<file path="src/rtl/dram_fill_pkg.sv">
// Shared types and sizes for the DRAM line-fill engine.
package dram_fill_pkg;

  localparam int LINE_WORDS = 8;   // 32-bit words per cache line
  localparam int BEAT_W     = 3;   // beat index width, covers 0..LINE_WORDS-1
  localparam int LAT_W      = 4;   // latency counter width, covers ACCESS_LAT 1..15

  typedef enum logic [1:0] {
    IDLE,
    WAIT,
    BURST,
    DONE
  } state_t;

endpackage

</file>
<file path="src/rtl/dram_line_fill_if.sv">
// Cache-side request/return and memory-side read signals of the line-fill engine.
interface dram_line_fill_if;

  logic        dram_request;
  logic [31:0] dram_request_addr;
  logic [31:0] dram_data;
  logic        dram_valid;
  logic        mem_rd;
  logic [31:0] mem_addr;
  logic [31:0] mem_rdata;

  // Fill engine side
  modport slave (
    input  dram_request, dram_request_addr, mem_rdata,
    output dram_data, dram_valid, mem_rd, mem_addr
  );

  // Cache + memory side
  modport master (
    output dram_request, dram_request_addr, mem_rdata,
    input  dram_data, dram_valid, mem_rd, mem_addr
  );

endinterface

</file>
<file path="src/rtl/dram_line_fill.sv">
// Line-fill engine: accepts an I-cache miss, waits ACCESS_LAT cycles, then
// streams LINE_WORDS sequential word reads and returns each word as a strobe.
module dram_line_fill
  import dram_fill_pkg::*;
#(
  parameter int ACCESS_LAT = 4,
  parameter int LINE_WORDS = 8
) (
  input  logic            clock,
  input  logic            rst,
  dram_line_fill_if.slave bus,
  output logic            busy,
  output logic [15:0]     fill_count
);

  localparam logic [BEAT_W-1:0] LAST_BEAT = BEAT_W'(LINE_WORDS - 1);

  state_t            state;
  logic [31:0]       base;
  logic [BEAT_W-1:0] beat;
  logic [LAT_W-1:0]  lat_cnt;

  assign busy = (state != IDLE);

  // Memory returns data one cycle after mem_rd, which is exactly when the
  // delayed strobe is high, so the data is passed through without a register.
  // Gating by the strobe keeps the bus at zero while idle and in reset.
  assign bus.dram_data = bus.dram_valid ? bus.mem_rdata : 32'd0;

  // FSM with registered memory strobe/address, return strobe and fill counter.
  always_ff @(posedge clock or posedge rst) begin
    if (rst) begin
      state          <= IDLE;
      base           <= 32'd0;
      beat           <= '0;
      lat_cnt        <= '0;
      bus.mem_rd     <= 1'b0;
      bus.mem_addr   <= 32'd0;
      bus.dram_valid <= 1'b0;
      fill_count     <= 16'd0;
    end else begin
      // Every issued read gets its return strobe, even if the fill is aborted.
      bus.dram_valid <= bus.mem_rd;
      case (state)
        IDLE: begin
          bus.mem_rd <= 1'b0;
          if (bus.dram_request) begin
            state   <= WAIT;
            base    <= bus.dram_request_addr & ~32'h7;
            lat_cnt <= LAT_W'(ACCESS_LAT - 1);
          end
        end
        WAIT: begin
          if (!bus.dram_request) begin
            state <= IDLE;
          end else if (lat_cnt == '0) begin
            state        <= BURST;
            beat         <= '0;
            bus.mem_rd   <= 1'b1;
            bus.mem_addr <= base;
          end else begin
            lat_cnt <= lat_cnt - LAT_W'(1);
          end
        end
        BURST: begin
          if (!bus.dram_request) begin
            state      <= IDLE;
            bus.mem_rd <= 1'b0;
          end else if (beat == LAST_BEAT) begin
            // The last read's strobe is driven on this edge: line complete.
            state      <= DONE;
            bus.mem_rd <= 1'b0;
            fill_count <= fill_count + 16'd1;
          end else begin
            beat         <= beat + BEAT_W'(1);
            bus.mem_rd   <= 1'b1;
            bus.mem_addr <= base + 32'(beat) + 32'd1;
          end
        end
        DONE: begin
          // Wait for the cache to drop the request; never chain a new fill.
          if (!bus.dram_request) state <= IDLE;
        end
        default: state <= IDLE;
      endcase
    end
  end

endmodule
</file>
<file path="src/flat_wrapper.sv">
// flat-port wrapper written by rule: the top's interface ports become plain ports
module dram_line_fill_flat import dram_fill_pkg::*;
#(
  parameter int ACCESS_LAT = 4,
  parameter int LINE_WORDS = 8
)
  (clock, rst, busy, fill_count, bus_dram_request, bus_dram_request_addr, bus_mem_rdata, bus_dram_data, bus_dram_valid, bus_mem_rd, bus_mem_addr);
  dram_line_fill_if bus_i ();
  input  logic clock;
  input  logic rst;
  output logic busy;
  output logic [15:0] fill_count;
  input wire logic [$bits(bus_i.dram_request)-1:0] bus_dram_request;
  input wire logic [$bits(bus_i.dram_request_addr)-1:0] bus_dram_request_addr;
  input wire logic [$bits(bus_i.mem_rdata)-1:0] bus_mem_rdata;
  output wire logic [$bits(bus_i.dram_data)-1:0] bus_dram_data;
  output wire logic [$bits(bus_i.dram_valid)-1:0] bus_dram_valid;
  output wire logic [$bits(bus_i.mem_rd)-1:0] bus_mem_rd;
  output wire logic [$bits(bus_i.mem_addr)-1:0] bus_mem_addr;
  assign bus_i.dram_request = bus_dram_request;
  assign bus_i.dram_request_addr = bus_dram_request_addr;
  assign bus_i.mem_rdata = bus_mem_rdata;
  assign bus_dram_data = bus_i.dram_data;
  assign bus_dram_valid = bus_i.dram_valid;
  assign bus_mem_rd = bus_i.mem_rd;
  assign bus_mem_addr = bus_i.mem_addr;
  dram_line_fill #(.ACCESS_LAT(ACCESS_LAT), .LINE_WORDS(LINE_WORDS)) u_core (.clock(clock), .rst(rst), .bus(bus_i), .busy(busy), .fill_count(fill_count));
endmodule
</file>
<file path="config.mk">
export PLATFORM = sky130hd
export DESIGN_NAME = dram_line_fill_flat
export DESIGN_NICKNAME = d
export VERILOG_FILES = /design/src/rtl/dram_fill_pkg.sv /design/src/rtl/dram_line_fill_if.sv /design/src/rtl/dram_line_fill.sv /design/src/flat_wrapper.sv
export SDC_FILE = /design/constraint.sdc
export NUM_CORES = 1
export LEC_CHECK = 0
export ABC_CLOCK_PERIOD_IN_PS = 4400
export CAP_MARGIN = 5
export CORE_ASPECT_RATIO = 0.5
export CORE_MARGIN = 2
export CORE_UTILIZATION = 49
export DETAILED_ROUTE_END_ITERATION = 12
export PLACE_DENSITY = 0.89
export SYNTH_ARGS = -nofsm -noshare
export SYNTH_HDL_FRONTEND = slang
export SYNTH_SLANG_ARGS = --single-unit
</file>
<file path="constraint.sdc">
create_clock -name clock -period 4.4 [get_ports clock]
set_input_delay 0.66 -clock clock [delete_from_list [all_inputs] [get_ports clock]]
set_output_delay 0.66 -clock clock [all_outputs]
set_load 0.05 [all_outputs]
</file>
* Word level (Yosys, flattened, before mapping)
Cells that the tools add are included.
Storage, ports and cells: register bits after elaboration 88, bits in latches 0, memory bits (writable) 0, ROM bits 0, input bits 67, word-level logic and storage cells 65, memories kept 0
Cells by class: add/sub/neg operators 5, $mul 0, divide/modulo/power cells 0, order comparisons 0, equal/unequal tests 13, shift-type cells 0, multiplexer cells 27, bitwise gates (word level) 0, reductions and logical operators 12
Operator list (number):
- 32-bit 2-to-1 mux | 5
- 32-bit one-hot mux with 2 select lines | 1
- 32-bit by 1-bit adder with 32-bit output (second input constant) | 1
- 32-bit by 3-bit adder with 32-bit output | 1
- 16-bit by 1-bit adder with 16-bit output (second input constant) | 1
- 2-bit 2-to-1 mux | 6
- 3-bit 2-to-1 mux | 4
- 4-bit 2-to-1 mux | 3
- 2-bit inequality test (second input constant) | 6
- 2-bit one-hot mux with 4 select lines | 1
- 4-bit one-hot mux with 2 select lines | 1
- 4-bit AND reduction | 2
- 3-bit by 2-bit inequality test with 1-bit output (second input constant) | 2
- 3-bit one-hot mux with 2 select lines | 1
- 3-bit AND reduction | 2
- 2-bit nonzero test | 3
- 5-bit AND reduction | 1
- 2-bit equality test (second input constant) | 2
- 4-bit zero test | 1
- 1-bit 2-to-1 mux | 4
- 4-bit by 1-bit subtractor with 4-bit output (second input constant) | 1
- 3-bit by 1-bit adder with 3-bit output (second input constant) | 1
- 3-bit equality test (second input constant) | 1
- 1-bit one-hot mux with 3 select lines | 1
- 5 further kinds | 5

* Logic depth before layout (Yosys ltp)
depth after elaboration 5, mapped depth 8, depth with buffers taken out 7

* Worst setup path after synthesis
No wires, ideal clock.
path kind reg-to-reg, start register u_core.beat[1], end register u_core.fill_count[13], library setup time 0.141 ns, arrival 1.967 ns, data required time 4.259 ns, path slack 2.292 ns, cell stages (with the launch flop) 6, path buffers 0, clock period less this slack 2.108 ns, cell sequence dfrtp_1 > ha_1 > nand4_1 > nor4_4 > nand3_1 > xnor2_1
On the way: word-level cells in the longest chain between the ends 2
RTL lines:
- from (decl) | line dram_line_fill.sv:20 | logic [BEAT_W-1:0] beat;
- from (signal assigned) | line dram_line_fill.sv:75 | beat <= beat + BEAT_W'(1);
- 3-bit equality test | line dram_line_fill.sv:69 | end else if (beat == LAST_BEAT) begin
- 3-bit AND reduction (no line)
- to (signal assigned) | line dram_line_fill.sv:73 | fill_count <= fill_count + 16'd1;
- to (decl) | line dram_line_fill.sv:13 | output logic [15:0] fill_count
No other way between the ends. A chain may end at the register's enable or synchronous reset.

* Worst setup path in the final report
start register u_core.bus.dram_valid, end output bus_dram_data[30]
On the way: word-level cells in the longest chain between the ends 1
RTL lines:
- from (decl) | line dram_line_fill_if.sv:15 | output dram_data, dram_valid, mem_rd, mem_addr
- from (signal assigned) | line dram_line_fill.sv:43 | bus.dram_valid <= bus.mem_rd;
- 32-bit 2-to-1 mux | line dram_line_fill.sv:28 | assign bus.dram_data = bus.dram_valid ? bus.mem_rdata : 32'd0;
- to (decl) | line flat_wrapper.sv:16 | output wire logic [$bits(bus_i.dram_data)-1:0] bus_dram_data;
No other way between the ends.

==> key figures <==
Global routing
  • Met3 Use GR: 0.0687
  • Met2 usage: 0.409
  • Gr busiest metal: met2
  • Total Routing Usage GR: 0.228
  • Aggregate global routing overflow: 0
  • Vias in the first global route: 3,299
  • First-pass GRT wire length: 16,700 um
  • Initial antenna violation count: 0
  • Largest net degree at the start of global routing: 61
  • Met1 Use GR: 0.261

Worst setup path
  • Crit Path Class: reg2out
  • CP Max Fanout: 33
  • Critical-path top delay cell: clkdlybuf4s50_1
  • Worst setup path start: u_core.bus.dram_valid
  • CP Buf/Inv Count: 1
  • CP endpoint kind: output pin
  • Worst Path Required: 3.74 ns
  • Crit path arrival time: 2.20 ns
  • CP max stage delay: 0.82 ns
  • CP Cell Sequence: and2_1, clkdlybuf4s50_1
  • Nature of the critical path startpoint: flip-flop
  • R2r startpoint: u_core.state[0]
  • Family with the most delay on the worst path: buffers and inverters

STA
  • Slew @ Worst Pin: 1.01 ns
  • Headroom to the max-slew limit: 0.328
  • Final setup violation count: 0
  • Clock Skew: around 0.0065 ns
  • Period minus WS final: 2.86 ns
  • Fmax: 350 MHz
  • RSZ-0062 raised after global routing: false
  • Fin crit share: 0.650
  • Final Hold Vio Count: 0
  • Pins Over Slew Limit: 0
  • Final setup TNS: 0 ns
  • Min Hold Slack: around 0.41 ns

Synth
  • Synth top area share: 0.503
  • Yosys reg bits: 85
  • Synthesis Warnings: 0
  • Synthesized net count: around 460
  • Cells after Synth: 386
  • Sequential area share after synthesis: 0.503
  • Library cells used by synthesis: 33
  • Async SR Flop Fraction: 1.00
  • Most common cell in the netlist: dfrtp_1
  • Netlist area before placement: 4230 um2
  • Synth Flop Type: dfrtp_1
  • Syn_area_per_cell: 11.0 um2
  • Synth top area cells: dfrtp_1 (50%), mux2_2 (9.9%), and2_1 (5.0%)
  • Post-synth EDFFs: 0
  • Synth cell count leaders: dfrtp_1 (85), mux2_2 (37), nor2_1 (35), and2_1 (34), a21oi_1 (26)
  • Top cell type by total area after synthesis: dfrtp_1

Floorplan
  • Chip height: between 60 and 70 um
  • Starting Density: 0.517
  • IO Count: 150
  • Num rows: 23
  • Die area: 9430 um2
  • Die width: 135 um
  • Placeable core area: 8170 um2

CTS
  • Setup bufs post-CTS: 0
  • CTS sink cnt: 85
  • Total CTS buffers: 9
  • # H-tree levels: 3
  • Clock tree root driver cell: clkbuf_16
  • Reg clk slew, reported paths: approximately 0.06 ns
  • Cts repair resizes: 0
  • CTS hold repair buffers: 0
  • Clock Latency Late Sink: 0.34 ns
  • Longest Clk Path Bufs: 2
  • CTS tree: yes

Placement
  • Routability congestion estimate from global placement: roughly 0.76
  • Detailed Place HPWL: between 7000 and 8000 um
  • Port Buf Inserts: 146

Worst hold path
  • Hold_sp: u_core.bus.mem_rd
  • Hold WC Path Type: reg2reg

Power and ir drop
  • Static Leak: 2.51 nW
  • Post-route total power: about 0.0041 W
  • Worst vdd ir: 0.449 mV
  • Pwr dens: 673 nW/um2

Cells and area
  • Filler cells: 565
  • Diode count: 0
  • Post-synthesis to final-layout area growth: 42.6%
  • Post-layout util: 0.738
  • Share of cells above drive strength 1: 0.118
  • Nets: 609

Routing
  • WL/cell: between 15 and 20 um
  • Routed WL: 10,500 um
  • Drt first pass iters: 4
  • DRC violations left: 0
  • Via/cell ratio: 5.18
  • DR iter-0 viols: 213
  • Via count: approximately 3,400
  • Post-DRT Antenna Nets: 0

Flow run
  • Max Cap Viol: 0

Outcome
  • Outcome: complete, no violations
-- per-stage QoR --
stage               std cells  worst slack [ns]  instance area (um2)
floorplan                 386              1.55                 4230
global placement          632              1.55                 5750
detailed placement        632              1.51                 5750
CTS                       647              1.49                 6030
global route              647              1.38                 6030
finish                    647              1.54                 6030
-- placed cells by master, fill, tap and decap left out, types with 8 or more instances in the layout --
cell               n
a21oi_1           26
and2_1            34
clkbuf_16          9
clkdlybuf4s50_1  146
dfrtp_1           85
ha_1              11
inv_1              9
mux2_2            37
nand2_1           24
nand3_1           19
nand4_1           10
nor2_1            35
nor3_1             8
xnor2_1           15
xor2_1            23
-- worst reg2reg max path: cells and delay by family (launching register included) --
| kind | cells | cell delay, ns |
|---|---|---|
| adder cells (fa/ha/maj) | 1 | 0.51 |
| AO/OA/AOI/OAI | 2 | 0.54 |
| multiplexers | 1 | 0.45 |
| flip-flops | 1 | 0.42 |
| buffers and inverters | 2 | 0.64 |
-- path summary, 6_finish.rpt --
check                      slack, ns                 endpoint  cells after the start
setup / recovery                1.54        bus_dram_data[30]                      2
hold / removal                  0.41    u_core.bus.dram_valid                      0
setup reg to reg                1.71  u_core.bus.mem_addr[12]                      6
hold reg to reg                 0.41    u_core.bus.dram_valid                      0
max in group asynchronous       2.68     u_core.fill_count[4]                      3
min in group asynchronous       0.84  u_core.bus.mem_addr[16]                      2
-- power by group --
group | switching, W | internal [W] | total [W] | leakage [nW]
sequential | 0.000284 | 0.00109 | 0.00137 | 1.03
combinational | 0.00121 | 0.000765 | 0.00197 | 1.34
clock | 0.000284 | 0.000425 | 0.000709 | 0.139
-- registers in the layout, summed over array words and instances, names as in the netlist --
name	count
u_core.fill_count	16
u_core.beat	2
u_core.state	2
u_core.bus.dram_valid	1
u_core.lat_cnt	4
u_core.bus.mem_addr	30
u_core.base	29
u_core.bus.mem_rd	1
-- cells by family (layout without fill, tap and decap cells) --
group / after synthesis / count (layout) / share of synthesized area
flip-flops: 85 / 85 / 0.503
AND/OR/NAND/NOR: 151 / 151 / 0.199
XOR/XNOR: 38 / 38 / 0.0787
multiplexers: 39 / 39 / 0.103
adder cells (fa/ha/maj): 11 / 11 / 0.0326
AO/OA/AOI/OAI: 37 / 37 / 0.0509
buffers and inverters: 25 / 174 / 0.0328
-- per-layer routing --
metal	share of wire	vias up
met2	0.52	108
met3	0.066	13
met5	0	-
met1	0.40	1626
li1	-	1605
met4	0.015	0
-- cell type report --
class / count / area [um2] / share of cell area
clock buffer: 14 / 274 / 0.0454
clock inverter: 1 / 5.00 / 0.000830
inverter: 10 / 38.8 / 0.00643
multi-input combinational: 276 / 1960 / 0.325
sequential: 85 / 2130 / 0.353
tap: 112 / 140 / 0.0232
timing repair buffer: 149 / 1480 / 0.246
Note: power is estimated with default switching activity, not from simulation.
